File: src/rtl/multicycle_ctrl_pkg.sv
// Shared types and encodings for the multicycle datapath controller.
// Optional feature: define MULTICYCLE_CTRL_ADDI_EN to add the ADDIEX/ADDIWB states.
// Holds state enum, opcode constants, mux/ALU class encodings, fault codes.
package multicycle_ctrl_pkg;

  typedef enum logic [3:0] {
    S_FETCH   = 4'd0,
    S_DECODE  = 4'd1,
    S_MEMADR  = 4'd2,
    S_MEMRD   = 4'd3,
    S_MEMWB   = 4'd4,
    S_MEMWR   = 4'd5,
    S_EXECUTE = 4'd6,
    S_ALUWB   = 4'd7,
    S_BRANCH  = 4'd8,
    S_JUMP    = 4'd9,
`ifdef MULTICYCLE_CTRL_ADDI_EN
    S_ADDIEX  = 4'd10,
    S_ADDIWB  = 4'd11,
`endif
    S_ERROR   = 4'd15
  } state_t;

  // Primary opcodes (instr[31:26])
  localparam logic [5:0] OP_RTYPE = 6'b000000;
  localparam logic [5:0] OP_LW    = 6'b100011;
  localparam logic [5:0] OP_SW    = 6'b101011;
  localparam logic [5:0] OP_BEQ   = 6'b000100;
  localparam logic [5:0] OP_J     = 6'b000010;
  localparam logic [5:0] OP_ADDI  = 6'b001000;

  // ALU control class
  localparam logic [1:0] ALUOP_ADD   = 2'b00;
  localparam logic [1:0] ALUOP_SUB   = 2'b01;
  localparam logic [1:0] ALUOP_FUNCT = 2'b10;

  // PC source mux
  localparam logic [1:0] PCSRC_ALU    = 2'b00;
  localparam logic [1:0] PCSRC_ALUOUT = 2'b01;
  localparam logic [1:0] PCSRC_JUMP   = 2'b10;

  // ALU B operand mux
  localparam logic [1:0] SRCB_REG    = 2'b00;
  localparam logic [1:0] SRCB_FOUR   = 2'b01;
  localparam logic [1:0] SRCB_IMM    = 2'b10;
  localparam logic [1:0] SRCB_BRANCH = 2'b11;

  // Sticky fault codes
  localparam logic [1:0] FAULT_NONE    = 2'b00;
  localparam logic [1:0] FAULT_ILLEGAL = 2'b01;
  localparam logic [1:0] FAULT_TIMEOUT = 2'b10;

  // Bundle of datapath control strobes produced each cycle
  typedef struct packed {
    logic       pc_write;
    logic       pc_write_cond;
    logic       ior_d;
    logic       mem_read;
    logic       mem_write;
    logic       mem_to_reg;
    logic       ir_write;
    logic       alu_src_a;
    logic       reg_write;
    logic       reg_dst;
    logic [1:0] pc_source;
    logic [1:0] alu_op;
    logic [1:0] alu_src_b;
    logic       retire;
  } ctrl_t;

  // States that wait on mem_ready and are covered by the timeout counter
  function automatic logic is_wait_state(input state_t s);
    return (s == S_FETCH) || (s == S_MEMRD) || (s == S_MEMWR);
  endfunction

endpackage

File: src/rtl/multicycle_ctrl_mem_wait_timer.sv
// Memory wait counter: counts consecutive not-ready cycles in a wait state.
// expired is high during the MEM_TIMEOUT-th consecutive not-ready cycle, so
// the FSM leaves for ERROR on the edge where the count reaches MEM_TIMEOUT.
module mem_wait_timer #(
  parameter int MEM_TIMEOUT = 15
) (
  input  logic clk,
  input  logic rst_n,
  input  logic clear,
  input  logic count,
  output logic expired
);

  localparam int CNT_W = (MEM_TIMEOUT < 2) ? 1 : $clog2(MEM_TIMEOUT);
  localparam logic [CNT_W-1:0] LAST = CNT_W'(MEM_TIMEOUT - 1);

  logic [CNT_W-1:0] cnt;

  assign expired = (cnt == LAST);

  // Clear wins over count; saturate at LAST so the counter never wraps
  always_ff @(posedge clk or negedge rst_n) begin
    if (!rst_n) begin
      cnt <= '0;
    end else if (clear) begin
      cnt <= '0;
    end else if (count && !expired) begin
      cnt <= cnt + 1'b1;
    end
  end

endmodule

File: src/rtl/multicycle_ctrl.sv
// Multicycle MIPS-style control FSM with memory timeout and sticky fault code.
// Optional feature: define MULTICYCLE_CTRL_ADDI_EN to decode addi (opcode 001000).
// All outputs are forced to 0 while rst_n is low; ERROR holds until reset.
module multicycle_ctrl
  import multicycle_ctrl_pkg::*;
#(
  parameter int MEM_TIMEOUT = 15
) (
  input  logic       clk,
  input  logic       rst_n,
  input  logic [5:0] opcode,
  input  logic       mem_ready,
  output logic       PCWrite,
  output logic       PCWriteCond,
  output logic       IorD,
  output logic       MemRead,
  output logic       MemWrite,
  output logic       MemtoReg,
  output logic       IRWrite,
  output logic       ALUSrcA,
  output logic       RegWrite,
  output logic       RegDst,
  output logic [1:0] PCSource,
  output logic [1:0] ALUOp,
  output logic [1:0] ALUSrcB,
  output logic [3:0] state,
  output logic       retire,
  output logic [1:0] fault
);

  state_t     state_q, state_nxt;
  logic [1:0] fault_q, fault_nxt;
  ctrl_t      ctrl;
  logic       wait_cnt_en;
  logic       wait_clr;
  logic       wait_expired;
  logic       timeout;

  // mem_ready only matters in wait states; elsewhere it is ignored
  assign wait_cnt_en = is_wait_state(state_q) && !mem_ready;
  assign timeout     = wait_cnt_en && wait_expired;
  // Any state change clears the counter, so every wait state starts at 0
  assign wait_clr    = (state_nxt != state_q);

  mem_wait_timer #(
    .MEM_TIMEOUT(MEM_TIMEOUT)
  ) u_wait (
    .clk    (clk),
    .rst_n  (rst_n),
    .clear  (wait_clr),
    .count  (wait_cnt_en),
    .expired(wait_expired)
  );

  // State and sticky fault registers
  always_ff @(posedge clk or negedge rst_n) begin
    if (!rst_n) begin
      state_q <= S_FETCH;
      fault_q <= FAULT_NONE;
    end else begin
      state_q <= state_nxt;
      fault_q <= fault_nxt;
    end
  end

  // Next-state and control decode; only FETCH/MEMWR look at mem_ready for strobes
  always_comb begin
    state_nxt = state_q;
    fault_nxt = fault_q;
    ctrl      = '0;
    case (state_q)
      S_FETCH: begin
        ctrl.mem_read  = 1'b1;
        ctrl.ior_d     = 1'b0;
        ctrl.alu_src_a = 1'b0;
        ctrl.alu_src_b = SRCB_FOUR;
        ctrl.alu_op    = ALUOP_ADD;
        ctrl.pc_source = PCSRC_ALU;
        if (mem_ready) begin
          ctrl.ir_write = 1'b1;
          ctrl.pc_write = 1'b1;
          state_nxt     = S_DECODE;
        end else if (timeout) begin
          state_nxt = S_ERROR;
          fault_nxt = FAULT_TIMEOUT;
        end
      end
      S_DECODE: begin
        ctrl.alu_src_a = 1'b0;
        ctrl.alu_src_b = SRCB_BRANCH;
        ctrl.alu_op    = ALUOP_ADD;
        case (opcode)
          OP_LW, OP_SW: state_nxt = S_MEMADR;
          OP_RTYPE:     state_nxt = S_EXECUTE;
          OP_BEQ:       state_nxt = S_BRANCH;
          OP_J:         state_nxt = S_JUMP;
`ifdef MULTICYCLE_CTRL_ADDI_EN
          OP_ADDI:      state_nxt = S_ADDIEX;
`endif
          default: begin
            state_nxt = S_ERROR;
            fault_nxt = FAULT_ILLEGAL;
          end
        endcase
      end
      S_MEMADR: begin
        ctrl.alu_src_a = 1'b1;
        ctrl.alu_src_b = SRCB_IMM;
        ctrl.alu_op    = ALUOP_ADD;
        state_nxt      = (opcode == OP_SW) ? S_MEMWR : S_MEMRD;
      end
      S_MEMRD: begin
        ctrl.mem_read = 1'b1;
        ctrl.ior_d    = 1'b1;
        if (mem_ready) begin
          state_nxt = S_MEMWB;
        end else if (timeout) begin
          state_nxt = S_ERROR;
          fault_nxt = FAULT_TIMEOUT;
        end
      end
      S_MEMWB: begin
        ctrl.reg_write  = 1'b1;
        ctrl.mem_to_reg = 1'b1;
        ctrl.reg_dst    = 1'b0;
        ctrl.retire     = 1'b1;
        state_nxt       = S_FETCH;
      end
      S_MEMWR: begin
        ctrl.mem_write = 1'b1;
        ctrl.ior_d     = 1'b1;
        if (mem_ready) begin
          ctrl.retire = 1'b1;
          state_nxt   = S_FETCH;
        end else if (timeout) begin
          state_nxt = S_ERROR;
          fault_nxt = FAULT_TIMEOUT;
        end
      end
      S_EXECUTE: begin
        ctrl.alu_src_a = 1'b1;
        ctrl.alu_src_b = SRCB_REG;
        ctrl.alu_op    = ALUOP_FUNCT;
        state_nxt      = S_ALUWB;
      end
      S_ALUWB: begin
        ctrl.reg_write  = 1'b1;
        ctrl.reg_dst    = 1'b1;
        ctrl.mem_to_reg = 1'b0;
        ctrl.retire     = 1'b1;
        state_nxt       = S_FETCH;
      end
      S_BRANCH: begin
        ctrl.alu_src_a     = 1'b1;
        ctrl.alu_src_b     = SRCB_REG;
        ctrl.alu_op        = ALUOP_SUB;
        ctrl.pc_write_cond = 1'b1;
        ctrl.pc_source     = PCSRC_ALUOUT;
        ctrl.retire        = 1'b1;
        state_nxt          = S_FETCH;
      end
      S_JUMP: begin
        ctrl.pc_write  = 1'b1;
        ctrl.pc_source = PCSRC_JUMP;
        ctrl.retire    = 1'b1;
        state_nxt      = S_FETCH;
      end
`ifdef MULTICYCLE_CTRL_ADDI_EN
      S_ADDIEX: begin
        ctrl.alu_src_a = 1'b1;
        ctrl.alu_src_b = SRCB_IMM;
        ctrl.alu_op    = ALUOP_ADD;
        state_nxt      = S_ADDIWB;
      end
      S_ADDIWB: begin
        ctrl.reg_write  = 1'b1;
        ctrl.reg_dst    = 1'b0;
        ctrl.mem_to_reg = 1'b0;
        ctrl.retire     = 1'b1;
        state_nxt       = S_FETCH;
      end
`endif
      S_ERROR: begin
        state_nxt = S_ERROR;
      end
      default: begin
        // Unused encodings are treated as a dead end, same as ERROR
        state_nxt = S_ERROR;
      end
    endcase
  end

  // Strobes are gated by rst_n so FETCH's MemRead does not leak during reset
  assign PCWrite     = rst_n & ctrl.pc_write;
  assign PCWriteCond = rst_n & ctrl.pc_write_cond;
  assign IorD        = rst_n & ctrl.ior_d;
  assign MemRead     = rst_n & ctrl.mem_read;
  assign MemWrite    = rst_n & ctrl.mem_write;
  assign MemtoReg    = rst_n & ctrl.mem_to_reg;
  assign IRWrite     = rst_n & ctrl.ir_write;
  assign ALUSrcA     = rst_n & ctrl.alu_src_a;
  assign RegWrite    = rst_n & ctrl.reg_write;
  assign RegDst      = rst_n & ctrl.reg_dst;
  assign retire      = rst_n & ctrl.retire;
  assign PCSource    = rst_n ? ctrl.pc_source : 2'b00;
  assign ALUOp       = rst_n ? ctrl.alu_op    : 2'b00;
  assign ALUSrcB     = rst_n ? ctrl.alu_src_b : 2'b00;
  assign state       = state_q;
  assign fault       = fault_q;

endmodule

File: config.mk
export PLATFORM = sky130hd
export DESIGN_NAME = multicycle_ctrl
export DESIGN_NICKNAME = d
export VERILOG_FILES = /design/src/rtl/multicycle_ctrl_pkg.sv /design/src/rtl/multicycle_ctrl_mem_wait_timer.sv /design/src/rtl/multicycle_ctrl.sv
export SDC_FILE = /design/constraint.sdc
export NUM_CORES = 1
export LEC_CHECK = 0
export BUFFER_PORTS_ARGS = -buffer_cell sky130_fd_sc_hd__buf_2
export CORE_AREA = 2 2 46 48
export DETAILED_ROUTE_END_ITERATION = 16
export DIE_AREA = 0 0 48 50
export HOLD_SLACK_MARGIN = 0.03
export PLACE_DENSITY = 0.86
export SYNTH_ARGS = -nofsm -noshare
export SYNTH_HDL_FRONTEND = slang
export SYNTH_SLANG_ARGS = --single-unit
File: constraint.sdc
create_clock -name clk -period 4.7 [get_ports clk]
set_clock_uncertainty 0.1 [all_clocks]
set_input_delay 0.235 -clock clk [delete_from_list [all_inputs] [get_ports clk]]
set_output_delay 0.235 -clock clk [all_outputs]
set_load 0.1 [all_outputs]
==> impl_results.md <==
- Min-Delay Path Class: in -> reg
- Total GRT Usage: 21.1%
- FP Rows: 16
- Status: finished, final reports clean
- Count of nets after finishing: roughly 160
- Total power: about 0.18 mW
- Placed cell area: 0.00111 mm²
- Max Cap Violations: 0
- Setup CP Type: reg -> out
- Most frequent cells in the layout: 31 x buf_2, 14 x nor2_1, 12 x nand2_1
- Most common cell after layout, fill and taps aside: buf_2
- Via Count: 1023
- Pre-CTS WS: 2.30 ns
- Mapped cell area: 965 µm²
- Hold endpoint: fault[0]$_DFFE_PN0P_
- Max FO, Critical Path: 21
- Cell depth of the worst hold path: 3
- Worst-Skew Late Latency: 0.28 ns
- Std-Cell Core Area: 0.00190 mm²
- RR Endpoint: u_wait.cnt[3]$_DFFE_PN0P_
- Rel. slew slack: 58.5%
- Slew Viols, Final: 0
- CTS Buffer Depth: 2
- Fill cells: between 150 and 200
- First-pass DRT Iterations: 4
- Largest net degree at the start of global routing: 22
- Drt via density: about 5.7
- Final period util: 53.5%
- Ys async rst share: 100%
- Share of cells above drive strength 1: 31.6%
- Unrepaired setup endpoints after global routing: false
- Largest cells by area after synthesis: dfrtp_1 26%, nor2_1 5.4%, nand2_1 4.7%
- CP Launch Type: register
- # setup viols final: 0
- Critical path data required time: 4.37 ns
- R2R Path Start: state[1]$_DFF_PN0_
- Root Buffer: clkbuf_4
- Post-synth top flop: dfrtp_1
- Fmax: 0.398 GHz
- VDD IR max: 0.152 mV
- Reg area: 250 µm²
- Post-synth net total: 136
- Slowest CP cell: dfrtp_1
- Post-synth EDFFs: 0
- # diodes: 0
- Pwr per Cell Area: 159 mW/mm²
- Synthesis-stage register bit count: 10
- DR iter-0 viols: 30
- Clk sink count: 10
- R2R Setup Slk: 2.21 ns
- Setup ws final: 2.19 ns
- Sequential cell area fraction in the yosys report: 25.9%
- TritonCTS clock tree: yes
- Crit-path cells: inv_1 -> nand3_1 -> nor4b_2 -> or2_2 -> buf_2
- Initial antenna violation count: 0
- H-tree depth: 1
- Post-route ant nets: 0
- Setup Buffers After CTS: 0
- Multi-input logic area: 651 µm²
- Worst setup EP type: output pin
- First-pass GRT wire length: 3680 µm
- Worst hold start: opcode[4]
- Setup TNS: 0 ns
- CP max stage delay: ~0.61 ns
- Vias in the first global route: 868
- Cell count after synthesis: 125
- Leakage power: ~0.56 nW
- WL/cell: 13.2 µm
- Die Y: 50 µm
- Synth top area share: 25.9%
- Starting Density: 50.7%
- R2R cell count: 6
- Crit path DAT: around 2.2 ns
- Fin crit period: 2.51 ns
- Buf/Inv on CP: 2
- Reg clk slew, reported paths: 0.07 ns
- Largest delay share family, worst path: simple AND/OR/NAND/NOR gates
- Endpoints failing hold: 0
- Post-Route WL: between 2000 and 2500 µm
- Total grt overflow: 0
- CTS buffer count: 3
- Io pins: 32
- Layout area overhead: 19.7%
- Dominant cell type by area after synthesis: dfrtp_1
- Full die area: 0.00240 mm²
- Synth warn: 0
- Residual DRC count: 0
- Distinct cells, synth: 44
- Die X: 48 µm
- Design Area, Final: roughly 0.0012 mm²
- Port Buffers: 31
- Mean Syn Cell Area: 7.72 µm²
- DP Wirelength: 1720 µm
- Worst Tran Pin Value: 0.623 ns
- Routability cong.: 0.883
## logic make-up (layout without fill, tap and decap cells)
| logic type | count (synthesis) | in the layout | synth area share (%) |
|---|---|---|---|
| simple gates | 61 | 61 | 36.6 |
| xor+xnor | 7 | 7 | 7.13 |
| compound gates | 30 | 30 | 19.5 |
| fa+ha+maj | 2 | 2 | 2.59 |
| flops | 10 | 10 | 25.9 |
| buf+inv | 14 | 41 | 7.26 |
| mux | 1 | 1 | 1.04 |
## through the flow
stage | hold WS, ns | util, % | std cells
4_1_cts | 0.181 | 60.7 | 179
3_5_place_dp | 0.0328 | 58.3 | 174
5_1_grt | 0.215 | 60.7 | 179
6_report | 0.173 | 60.7 | 179
3_3_place_gp | 0.0293 | 58.3 | 174
2_1_floorplan | -0.161 | - | 125
## sequential cells by signal, indices dropped and copies added (netlist names)
signal / flops
state: 4
u_wait.cnt: 4
fault: 2
## synthesized netlist by cell type (all sizes together) (3+ instances only)
cell   instances
nor3           8
nor2          14
buf            8
o21ai         11
or3            3
dfrtp         10
xor2           4
nand2         12
inv            5
a21oi          9
nor4b          5
xnor2          3
nand3          3
## worst reg2reg max path, cell delays in order, from the launching register on
cell,delay [ns]
dfrtp_1,0.74
nor3_1,0.16
a22oi_2,0.31
o21ai_1,0.15
or3_4,0.44
xnor2_2,0.17
nor4b_1,0.31
## how the worst max path moves through the flow
stage	startpoint	to	slack (ns)	cells after the start
2_1_floorplan	state[3]$_DFF_PN0_	ALUOp[0]	0.05	6
3_3_place_gp	state[1]$_DFF_PN0_	u_wait.cnt[3]$_DFFE_PN0P_	2.44	6
3_5_place_dp	state[1]$_DFF_PN0_	u_wait.cnt[3]$_DFFE_PN0P_	2.30	6
4_1_cts	rst_n	PCWrite	2.20	6
5_1_grt	rst_n	PCWrite	2.05	6
6_report	state[2]$_DFF_PN0_	PCWrite	2.19	5
## where the power goes
group          leakage (nW)  internal (mW)  switching, mW  total, mW
Clock                0.0210         0.0472         0.0353     0.0825
Sequential            0.119         0.0859              0     0.0859
Combinational         0.421        0.00568        0.00900     0.0147
## metal layers
layer | GRT usage [%] | part of all wire, % | vias to the layer above
li1 | - | - | 501
met1 | 24.5 | 43 | 466
met2 | 37.6 | 49 | 48
met3 | 3.30 | 5.9 | 8
met4 | 6.31 | 2.1 | 0
met5 | 0 | 0 | -
## layout make-up
class / count / share of cell area, %
Sequential cell: 10 / 21.7
Timing Repair Buffer: 32 / 14.3
Clock buffer: 4 / 3.14
Inverter: 5 / 1.63
Multi-Input combinational cell: 101 / 56.3
Tap cell: 27 / 2.93
## timing repair
action	CTS	global route
hold buffers	1	0
resized for setup	0	0
hold endpoints to repair	10	0
setup endpoints to repair	0	0
(Power assumes the default switching activity.)
